### src/rtl/bin2bcd_disp_pkg.sv
// Shared constants and FSM encoding for the binary-to-BCD display converter.
package bin2bcd_disp_pkg;

    localparam int DEF_BIN_W  = 27;
    localparam int DEF_DIGITS = 8;

    function automatic longint unsigned pow10(input int n);
        longint unsigned r;
        r = 64'd1;
        for (int i = 0; i < n; i++) begin
            r = r * 64'd10;
        end
        return r;
    endfunction

    localparam longint unsigned BCD_MAX = pow10(DEF_DIGITS) - 64'd1;
    localparam int CNT_W = $clog2(DEF_BIN_W);

    typedef enum logic [1:0] {
        IDLE  = 2'd0,
        SHIFT = 2'd1,
        FIN   = 2'd2
    } state_t;

endpackage

### src/rtl/bcd_add3.sv
// Double-dabble digit correction: add 3 to a BCD nibble of 5 or more.
module bcd_add3 (
    input  logic [3:0] din,
    output logic [3:0] dout
);

    assign dout = (din >= 4'd5) ? din + 4'd3 : din;

endmodule

### src/rtl/bin2bcd_disp.sv
// Sequential shift-and-add-3 binary to packed BCD converter for the scan driver.
module bin2bcd_disp
    import bin2bcd_disp_pkg::*;
#(
    parameter int BIN_W  = DEF_BIN_W,
    parameter int DIGITS = DEF_DIGITS
) (
    input  logic                  clk,
    input  logic                  reset,
    input  logic                  start,
    input  logic [BIN_W-1:0]      bin_in,
    output logic                  busy,
    output logic                  done,
    output logic                  overflow,
    output logic [4*DIGITS-1:0]   bcd_out
);

    localparam int BCD_W = 4 * DIGITS;
    localparam int CW    = $clog2(BIN_W);
    localparam longint unsigned MAX_VAL = pow10(DIGITS) - 64'd1;
    localparam logic [BCD_W-1:0] ALL_NINES = {DIGITS{4'h9}};

    state_t             state_q;
    state_t             state_d;
    logic [BIN_W-1:0]   bin_q;
    logic [BCD_W-1:0]   scr_q;
    logic [CW-1:0]      cnt_q;
    logic               ovf_q;
    logic [BCD_W-1:0]   adj;
    logic [BCD_W-1:0]   scr_nxt;
    logic               carry_unused;

    for (genvar g = 0; g < DIGITS; g++) begin : g_add3
        bcd_add3 u_add3 (
            .din  (scr_q[4*g +: 4]),
            .dout (adj[4*g +: 4])
        );
    end

    // Carry out of the top digit is dropped; overflow comes from the input compare.
    assign {carry_unused, scr_nxt} = {adj, bin_q[BIN_W-1]};

    assign busy = (state_q != IDLE);
    assign done = (state_q == FIN);

    always_comb begin
        state_d = state_q;
        unique case (state_q)
            IDLE:    if (start) state_d = SHIFT;
            SHIFT:   if (cnt_q == '0) state_d = FIN;
            FIN:     state_d = IDLE;
            default: state_d = IDLE;
        endcase
    end

    // Outputs load on the last shift edge so they are already valid while done is high.
    always_ff @(posedge clk) begin
        if (reset) begin
            state_q  <= IDLE;
            bin_q    <= '0;
            scr_q    <= '0;
            cnt_q    <= '0;
            ovf_q    <= 1'b0;
            overflow <= 1'b0;
            bcd_out  <= '0;
        end else begin
            state_q <= state_d;
            unique case (state_q)
                IDLE: begin
                    if (start) begin
                        bin_q <= bin_in;
                        scr_q <= '0;
                        cnt_q <= CW'(BIN_W - 1);
                        ovf_q <= (64'(bin_in) > MAX_VAL);
                    end
                end
                SHIFT: begin
                    scr_q <= scr_nxt;
                    bin_q <= {bin_q[BIN_W-2:0], 1'b0};
                    cnt_q <= cnt_q - CW'(1);
                    if (cnt_q == '0) begin
                        bcd_out  <= ovf_q ? ALL_NINES : scr_nxt;
                        overflow <= ovf_q;
                    end
                end
                default: ;
            endcase
        end
    end

endmodule

### config.mk
export PLATFORM = sky130hd
export DESIGN_NAME = bin2bcd_disp
export DESIGN_NICKNAME = d
export VERILOG_FILES = /design/src/rtl/bin2bcd_disp_pkg.sv /design/src/rtl/bcd_add3.sv /design/src/rtl/bin2bcd_disp.sv
export SDC_FILE = /design/constraint.sdc
export NUM_CORES = 1
export LEC_CHECK = 0
export CELL_PAD_IN_SITES_DETAIL_PLACEMENT = 1
export CELL_PAD_IN_SITES_GLOBAL_PLACEMENT = 1
export CORE_UTILIZATION = 44
export DETAILED_ROUTE_END_ITERATION = 8
export GPL_ROUTABILITY_DRIVEN = 0
export PLACE_DENSITY_LB_ADDON = 0.15
export REMOVE_ABC_BUFFERS = 1
export SKIP_LAST_GASP = 1
export SLEW_MARGIN = 5
export SYNTH_ARGS = -nofsm -noshare
export SYNTH_HDL_FRONTEND = slang
export SYNTH_SLANG_ARGS = --single-unit
export TNS_END_PERCENT = 50
### constraint.sdc
create_clock -name clk -period 2.9 [get_ports clk]
set_input_delay 0.29 -clock clk [delete_from_list [all_inputs] [get_ports clk]]
set_output_delay 0.29 -clock clk [all_outputs]
set_load 0.05 [all_outputs]
# --- Word-level counts from Yosys, hierarchy flattened ---
# Index checks and enable logic that the tools add are counted.
classes:
  n_addsub: 9
  n_lt_le_gt_ge: 9
  n_eq_ne: 4
  mux: 18
  n_reduce_logical: 8
ops:
  columns: ["cell", "count"]
  rows:
  - ["2-to-1 mux 32 bit", 2]
  - ["one-hot mux 32 bit (2 select lines)", 1]
  - ["one-hot mux 27 bit (2 select lines)", 1]
  - [">= comparator 4 x 3 -> 1 bit, second input constant", 8]
  - ["adder 4 x 2 -> 4 bit, second input constant", 7]
  - ["2-to-1 mux 4 bit", 7]
  - ["greater-than comparator 27 bit, second input constant", 1]
  - ["2-to-1 mux 27 bit", 1]
  - ["one-hot mux 5 bit (2 select lines)", 1]
  - ["AND reduction 2 bit", 4]
  - ["logical NOT 5 bit", 1]
  - ["2-to-1 mux 5 bit", 1]
  - ["subtractor 5 x 1 -> 5 bit, second input constant", 1]
  - ["2-to-1 mux 2 bit", 2]
  - ["inequality test 2 bit, second input constant", 2]
  - ["one-hot mux 2 bit (2 select lines)", 1]
  - ["nonzero test 2 bit", 2]
  - ["adder 3 x 2 -> 3 bit, second input constant", 1]
  - ["2-to-1 mux 3 bit", 1]
  - ["== test 2 x 1 -> 1 bit, second input constant", 1]
  - ["== test 2 bit, second input constant", 1]
  - ["logical NOT 2 bit", 1]
word_totals:
  regBits: 100
  out_inout_bits: 35
  elab_cells: 55

# --- Longest topological paths before layout ---
# Gate-level depths: netlist (run 1).
depth:
  word_depth: 3
  ltp_mapped: 7
  depth_no_buf: 6

# --- Modules after synthesis ---
# From an unflattened synthesis (run 1), not the netlist that was laid out.
hier_totals:
  hier_cells: 593
  area_unflattened_um2: 4655.7
by_module_without_submodules:
  columns: ["module", "instances", "cells_per_inst", "area_per_inst_um2", "seq_area_each_um2"]
  rows:
  - ["bin2bcd_disp", 1, 465, 3844.9, 2001.9]
  - ["bcd_add3", 8, 16, 101.3, 0.0]

# --- Least setup slack after synthesis (run 1) ---
# OpenSTA, ideal clock, no wires.
synth_path:
  kind: "reg-to-reg"
  start: "register cnt_q[0]"
  end: "register bcd_out[10]"
  setup_time_ns: 0.117
  t_arrival_ns: 1.753
  required_ns: 2.783
  setup_slack_ns: 1.030
  path_stages_with_launch: 8
  path_buffers: 1
  period_less_slack_ns: 1.870
  path_cell_list: "dfxtp_1 -> inv_1 -> ha_1 -> or4b_4 -> nor2_4 -> nor2_1 -> clkbuf_1 -> a22o_1"
synth_via:
  elab_chain_cells: 2
synth_lines:
  columns: ["element", "line_no", "source"]
  rows:
  - ["start: declaration", "bin2bcd_disp.sv:27", "logic [CW-1:0] cnt_q;"]
  - ["start signal: assignment", "bin2bcd_disp.sv:73", "cnt_q <= CW'(BIN_W - 1);"]
  - ["start signal: assignment", "bin2bcd_disp.sv:80", "cnt_q <= cnt_q - CW'(1);"]
  - ["logical NOT 5 bit", "bin2bcd_disp.sv:81", "if (cnt_q == '0) begin"]
  - ["AND reduction 2 bit (no source line)", null, null]
  - ["end signal: assignment", "bin2bcd_disp.sv:82", "bcd_out <= ovf_q ? ALL_NINES : scr_nxt;"]
  - ["end: declaration", "bin2bcd_disp.sv:15", "output logic [4*DIGITS-1:0] bcd_out"]
# Every way passes these cells.
# A chain may end at the register's enable or synchronous reset.

# --- Worst setup path in the final report (run 1) ---
layout_path:
  start: "register cnt_q[0]"
  end: "register bcd_out[2]"
# Same word-level chain as after synthesis.

==> results of run 1 <==
routing by layer:
| layer | vias up | wire, um | share of wire [%] |
|---|---|---|---|
| met3 | 16 | 358 | 3.2 |
| met4 | 0 | 258 | 2.3 |
| li1 | 1823 | - | - |
| met2 | 72 | 5720 | 51 |
| met5 | - | 0 | 0 |
| met1 | 1845 | 4980 | 44 |
stage by stage:
stage	setup WS, ns	std cells	total power, W	hold WS (ns)	area (um^2)
after floorplan	-1.34	443	0.00178	0.359	4170
after global placement	0.813	649	0.00197	0.443	5090
after detailed placement	0.774	649	0.00199	0.451	5090
after CTS	0.804	665	0.00286	0.319	5270
after global routing	0.663	665	0.00296	0.333	5270
final	0.812	665	0.00283	0.333	5270
where the power goes:
group	switching, W	internal, W	total (W)
registers	0.0000418	0.00144	0.00148
logic	0.000309	0.000172	0.000482
clock network	0.000469	0.000400	0.000868
total	0.000820	0.00201	0.00283
sequential cells by signal, indices dropped and copies added, names as in the netlist:
signal	count
bcd_out	32
scr_q	32
bin_q	27
cnt_q	5
state_q	2
overflow	1
ovf_q	1
path summary, 6_finish.rpt:
path / endpoint / start / slack, ns / cells past startpoint
max reg2reg: bcd_out[2]$_SDFFE_PP0P_ / cnt_q[0]$_SDFFE_PP0P_ / 0.81 / 7
min reg2reg: bin_q[23]$_SDFFE_PP0P_ / bin_q[23]$_SDFFE_PP0P_ / 0.46 / 2
min: cnt_q[0]$_SDFFE_PP0P_ / reset / 0.33 / 2
max: bcd_out[2]$_SDFFE_PP0P_ / cnt_q[0]$_SDFFE_PP0P_ / 0.81 / 7
worst register-to-register path, delay by kind of cell, from the launching register on:
kind / cells / cell delay (ns)
and+or+nand+nor: 3 / 0.89
DFF: 1 / 0.35
buffers and inverters: 2 / 0.30
AOI/OAI and AO/OA: 1 / 0.25
adders and majority gates: 1 / 0.19
layout make-up:
class	instances	area, um^2
timing repair buffer	77	733
fill	1116	4060
clock buffer	12	135
sequential	100	2000
tap	129	161
inverter	20	75.1
multi-input combinational	323	2110
clock inverter	4	50.0
cell families after synthesis:
family,after synthesis,synth area share (%)
DFF,100,46.7
buffers and inverters,47,4.35
and+or+nand+nor,130,15.0
AOI/OAI and AO/OA,160,25.5
muxes,8,1.87
adders and majority gates,17,4.96
xor gates and xnor gates,8,1.64
layout by cell type (no fill, tap or decap), drive strengths merged:
cell type      instances
dfxtp                100
clkdlybuf4s50         63
a21oi                 55
nand2                 48
nor2                  36
a22o                  33
a22oi                 27
inv                   19
ha                    17
nor3b                 17
o21ai                 14
buf                   14
clkbuf                12
nand2b                10
a211oi                 9
mux2i                  8
xnor2                  8
o22a                   8
a311oi                 8
nor3                   8
nand3                  3
nor4                   2
o31ai                  2
clkinvlp               2
nor2b                  2
clkinv                 2
or4b                   1
or2                    1
a31oi                  1
or4                    1
a221oi                 1
o21bai                 1
nand3b                 1
o32ai                  1
bufinv                 1
==> impl_metrics.py, run 1 <==
metrics = {
    "outcome": {
        "status": "finished clean",
    },
    "critical_path": {
        "arrival_ns": 2.34,
        "critPathKind": "flop to flop",
        "critical_path_required_ns": 3.15,
        "crit_chain": "inv_1 > ha_1 > or4b_4 > nor2_4 > nor2_1 > buf_4 > a22o_1",
        "path_max_fanout": 14,
        "crit_buf_inv": 2,
        "cp_slowest_cell": "or4b_4",
        "cp_top_family": "simple AND/OR/NAND/NOR gates",
        "worst_setup_path_end_kind": "flop",
        "cpPeakStageDelay_ns": 0.52,
        "cp-start-kind": "flop",
    },
    "sta": {
        "clock.fmax_mhz": 479,
        "finalHoldViolations": 0,
        "period_needed_ns": 2.09,
        "skew_ns": 0.0100,
        "setup_violations": 0,
        "rsz0062_at_grt": "no",
        "timing.final.crit_share_pct": 72.0,
        "setup-tns-final_ns": 0,
        "final_max_slew_viol_count": 0,
        "max_slew_margin_pct": 32.8,
        "tightest_slew_ns": 1.00,
    },
    "pwr": {
        "p_leak_nw": 1.88,
        "cellPowerDensity_mw_per_mm2": 537,
        "peakVddDrop_mv": 0.255,
    },
    "global_routing": {
        "use_met1_pct": 27.9,
        "grt_most_used_layer": "met2",
        "grt_max_degree": 36,
        "track_usage_pct": 23.7,
        "overflow": 0,
        "grtUsageMet3_pct": 5.62,
        "use_met2_pct": 42.2,
        "grt_pass1_wl_mm": 18.7,
        "antenna_found_initial": 0,
        "grt_pass1_vias": 3879,
    },
    "logic_synthesis": {
        "syn_area_per_cell_um2": 9.12,
        "synth_commonest_cells": "100 x dfxtp_1, 55 x a21oi_1, 48 x nand2_1, 35 x nor2_1, 33 x a22o_1",
        "seq_area_frac_synth_pct": 46.7,
        "synthFlopType": "dfxtp_1",
        "synthDistinctLibCells": 35,
        "synthArstFlopShare_pct": 0,
        "synth_top_area_share_pct": 46.7,
        "yosys-top-cells-area": "dfxtp_1 47%, a22o_1 6.7%, a21oi_1 6.4%",
        "yosysMostFrequentCell": "dfxtp_1",
        "yosysTopAreaCell": "dfxtp_1",
        "ys_warn_count": 0,
        "yosys_register_bits": 100,
        "syn_area_mm2": 0.00428,
        "syn-instance-count": 470,
        "synth_edf_count": 0,
    },
    "cts": {
        "clockRootBuffer": "clkbuf_8",
        "clk_pin_slew_worst_paths_ns": 0.09,
        "postCtsResizedCells": 0,
        "cts_hold_buf": 0,
        "clk_path_buf_depth": 2,
        "htree_num_levels": 3,
        "clock-sinks": 100,
        "cts_tree": "yes",
        "cts_setup_buffers": 0,
        "numCtsBuffers": 9,
        "clkLatencyLatePin_ns": 0.35,
    },
    "route": {
        "antenna_left": 0,
        "wl_per_cell_um": 17.0,
        "wl_mm": 11.3,
        "drt-initial-drc-count": 99,
        "vias": 3756,
        "route.detailed.drc": 0,
        "dr.pass1.iters": 4,
        "viasPerCell": 5.65,
    },
    "floorplan": {
        "ios": 65,
        "fp.dieH_um": 101,
        "row_count": 35,
        "start_util_pct": 45.9,
        "die_area_mm2": 0.0101,
        "core_area_mm2": 0.00933,
        "die_x_um": 101,
    },
    "final_layout": {
        "synthToLayoutAreaGrowth_pct": 23.0,
        "diodes": 0,
        "final_util_pct": 56.5,
        "drive_gt1_share_pct": 6.34,
        "fin_nets": 578,
    },
    "min_path": {
        "hold_path.class": "input port to flop",
    },
    "run": {
        "maxCapViolCount": 0,
    },
    "place": {
        "io_buffers": 64,
        "hpwl_mm": 8.03,
    },
}
No activity file was read; power rests on OpenSTA's default activity.
==> inputs of run 2 (changes only) <==
- CORE_UTILIZATION: 44 -> 41
- clock period: 2.9 -> 2.1 ns (I/O delays scaled with it)
==> run 2 against run 1 <==
Effect of this change:
- register-to-register slack lost 0.62 ns
- cell area grew 1.9%
- sequential power grew 38%
- clock power grew 50%
- sequential share of layout area shrank 0.73 points
- final cell count grew 1.4%
- global-route usage shrank 1.6 points
- critical path depth shrank 4
- clock skew grew 0.0031 ns
- critical path type is now flop to output pin
==> impl_metrics.py, run 2 (same netlist as run 1, synthesis figures left out) <==
metrics = {
    "cts": {
        "htree_num_levels": 3,
        "clockRootBuffer": "clkbuf_8",
        "cts_setup_buffers": 0,
        "numCtsBuffers": 9,
        "clk_pin_slew_worst_paths_ns": 0.10,
        "clk_path_buf_depth": 2,
        "clkLatencyLatePin_ns": 0.37,
        "cts_tree": "yes",
        "clock-sinks": 100,
    },
    "global_routing": {
        "grt_pass1_vias": 3935,
        "grt_pass1_wl_mm": 19.3,
        "track_usage_pct": 22.1,
        "antenna_found_initial": 0,
        "grt_max_degree": 44,
        "overflow": 0,
    },
    "route": {
        "antenna_left": 0,
        "vias": 3780,
        "wl_mm": 11.5,
        "route.detailed.drc": 0,
        "wl_per_cell_um": 17.1,
        "dr.pass1.iters": 4,
        "viasPerCell": 5.61,
        "drt-initial-drc-count": 107,
    },
    "outcome": {
        "status": "finished clean",
    },
    "final_layout": {
        "fin_area_mm2": 0.00537,
        "top_regs": "bcd_out x32, scr_q x32, bin_q x27",
        "final_common_cell": "dfxtp_1",
        "synthToLayoutAreaGrowth_pct": 25.4,
        "drive_gt1_share_pct": 7.76,
        "final_cell_mix": "100 x dfxtp_1, 62 x clkdlybuf4s50_1, 55 x a21oi_1",
        "diodes": 0,
        "fin_nets": 583,
        "final_util_pct": 54.0,
        "nFillCells": 1150,
        "finalNonFillerCells": 674,
    },
    "place": {
        "hpwl_mm": 8.20,
        "dpl_cell_area_mm2": 0.00517,
        "post-place-cells": 658,
        "io_buffers": 64,
    },
    "critical_path": {
        "critPathKind": "flop to output pin",
        "r2r_start": "cnt_q[0]$_SDFFE_PP0P_",
        "critical_path_required_ns": 1.89,
        "arrival_ns": 1.75,
        "timing.rr.end": "bcd_out[1]$_SDFFE_PP0P_",
        "path_max_fanout": 5,
        "worst_setup_path_end_kind": "output pin",
        "setup.worst_path.end": "busy",
        "r2r_cells": 7,
        "critPathLaunch": "state_q[1]$_SDFFE_PP0P_",
        "r2r_slack_ns": 0.19,
        "cp-start-kind": "flop",
    },
    "floorplan": {
        "die_x_um": 104,
        "core_area_mm2": 0.00995,
        "fp.dieH_um": 104,
        "die_area_mm2": 0.0109,
        "start_util_pct": 43.0,
        "ios": 65,
        "row_count": 36,
    },
    "run": {
        "maxCapViolCount": 0,
    },
    "sta": {
        "timing.final.crit_share_pct": 93.4,
        "setup-tns-final_ns": 0,
        "skew_ns": 0.0131,
        "max_slew_margin_pct": 64.2,
        "setup_violations": 0,
        "finalHoldViolations": 0,
        "tightest_slew_ns": 0.535,
        "rsz0062_at_grt": "no",
        "final_max_slew_viol_count": 0,
        "hold-worst-slack_ns": 0.286,
        "period_needed_ns": 1.96,
        "clock.fmax_mhz": 510,
    },
    "pwr": {
        "cellPowerDensity_mw_per_mm2": 751,
        "p_leak_nw": 1.95,
        "peakVddDrop_mv": 0.455,
    },
    "min_path": {
        "hold_path.class": "input port to flop",
    },
}
## run 2: cell count changes in the layout (fill, tap and decap cells not counted), sizes merged
cell	delta
buf	+5
clkbuf	-3
clkdlybuf4s50	-1
clkinvlp	-1
dlymetal6s2s	+1
inv	+4
## run 2: metrics by stage
| step | total power (W) | setup slack (ns) |
|---|---|---|
| after floorplan | 0.00246 | -2.14 |
| final | 0.00404 | 0.139 |
| after CTS | 0.00408 | 0.0599 |
| after global placement | 0.00276 | 0.272 |
| after global routing | 0.00421 | 0.0611 |
| after detailed placement | 0.00279 | 0.192 |
## run 2: power breakdown
part / internal [W] / switching, W
logic: 0.000266 / 0.000432
registers: 0.00199 / 0.0000577
clock network: 0.000571 / 0.000727
## run 2: what timing repair did
item                                    4_1_cts  5_1_grt
resized for setup                             0        1
endpoints found under the setup margin        0        1
hold buffers                                  0        0
## run 2: worst min-delay path by stage
stage,end,slack (ns),from,depth (start not counted)
2_1_floorplan,bin_q[0]$_SDFFE_PP0P_,0.28,reset,1
3_3_place_gp,bin_q[8]$_SDFFE_PP0P_,0.44,bin_q[8]$_SDFFE_PP0P_,2
3_5_place_dp,bin_q[25]$_SDFFE_PP0P_,0.45,bin_q[25]$_SDFFE_PP0P_,2
4_1_cts,scr_q[15]$_SDFFE_PP0P_,0.28,reset,2
5_1_grt,cnt_q[2]$_SDFFE_PP0P_,0.29,reset,2
6_report,scr_q[19]$_SDFFE_PP0P_,0.29,reset,2
## run 2: metal layers
metal	up-vias	track usage (%)	share of wire (%)
met1	1853	26.9	45
met2	81	39.6	50
met4	0	8.16	1.5
met3	13	2.94	2.9
li1	1833	-	-
met5	-	0	0
## run 2: cell type report
class | count | area, um^2 | share of cell area (%)
multi-input cells | 323 | 2110 | 39.3
flip-flops and latches | 100 | 2000 | 37.3
repair buffers | 82 | 811 | 15.1
well taps | 133 | 166 | 3.10
clock buffers | 9 | 124 | 2.31
clock inverters | 7 | 81.3 | 1.51
inverters | 20 | 75.1 | 1.40
## run 2: worst max-delay path, cell delays in order (launching register included)
cell	delay, ns
dfxtp_1	0.44
nor2_1	0.10
inv_1	0.06
clkdlybuf4s50_1	0.79
==> inputs of run 3 (changes only) <==
- ABC_CLOCK_PERIOD_IN_PS: not set -> 2100
==> results of run 3 <==
Final layout, timing and power as in run 2 (identical DEF).
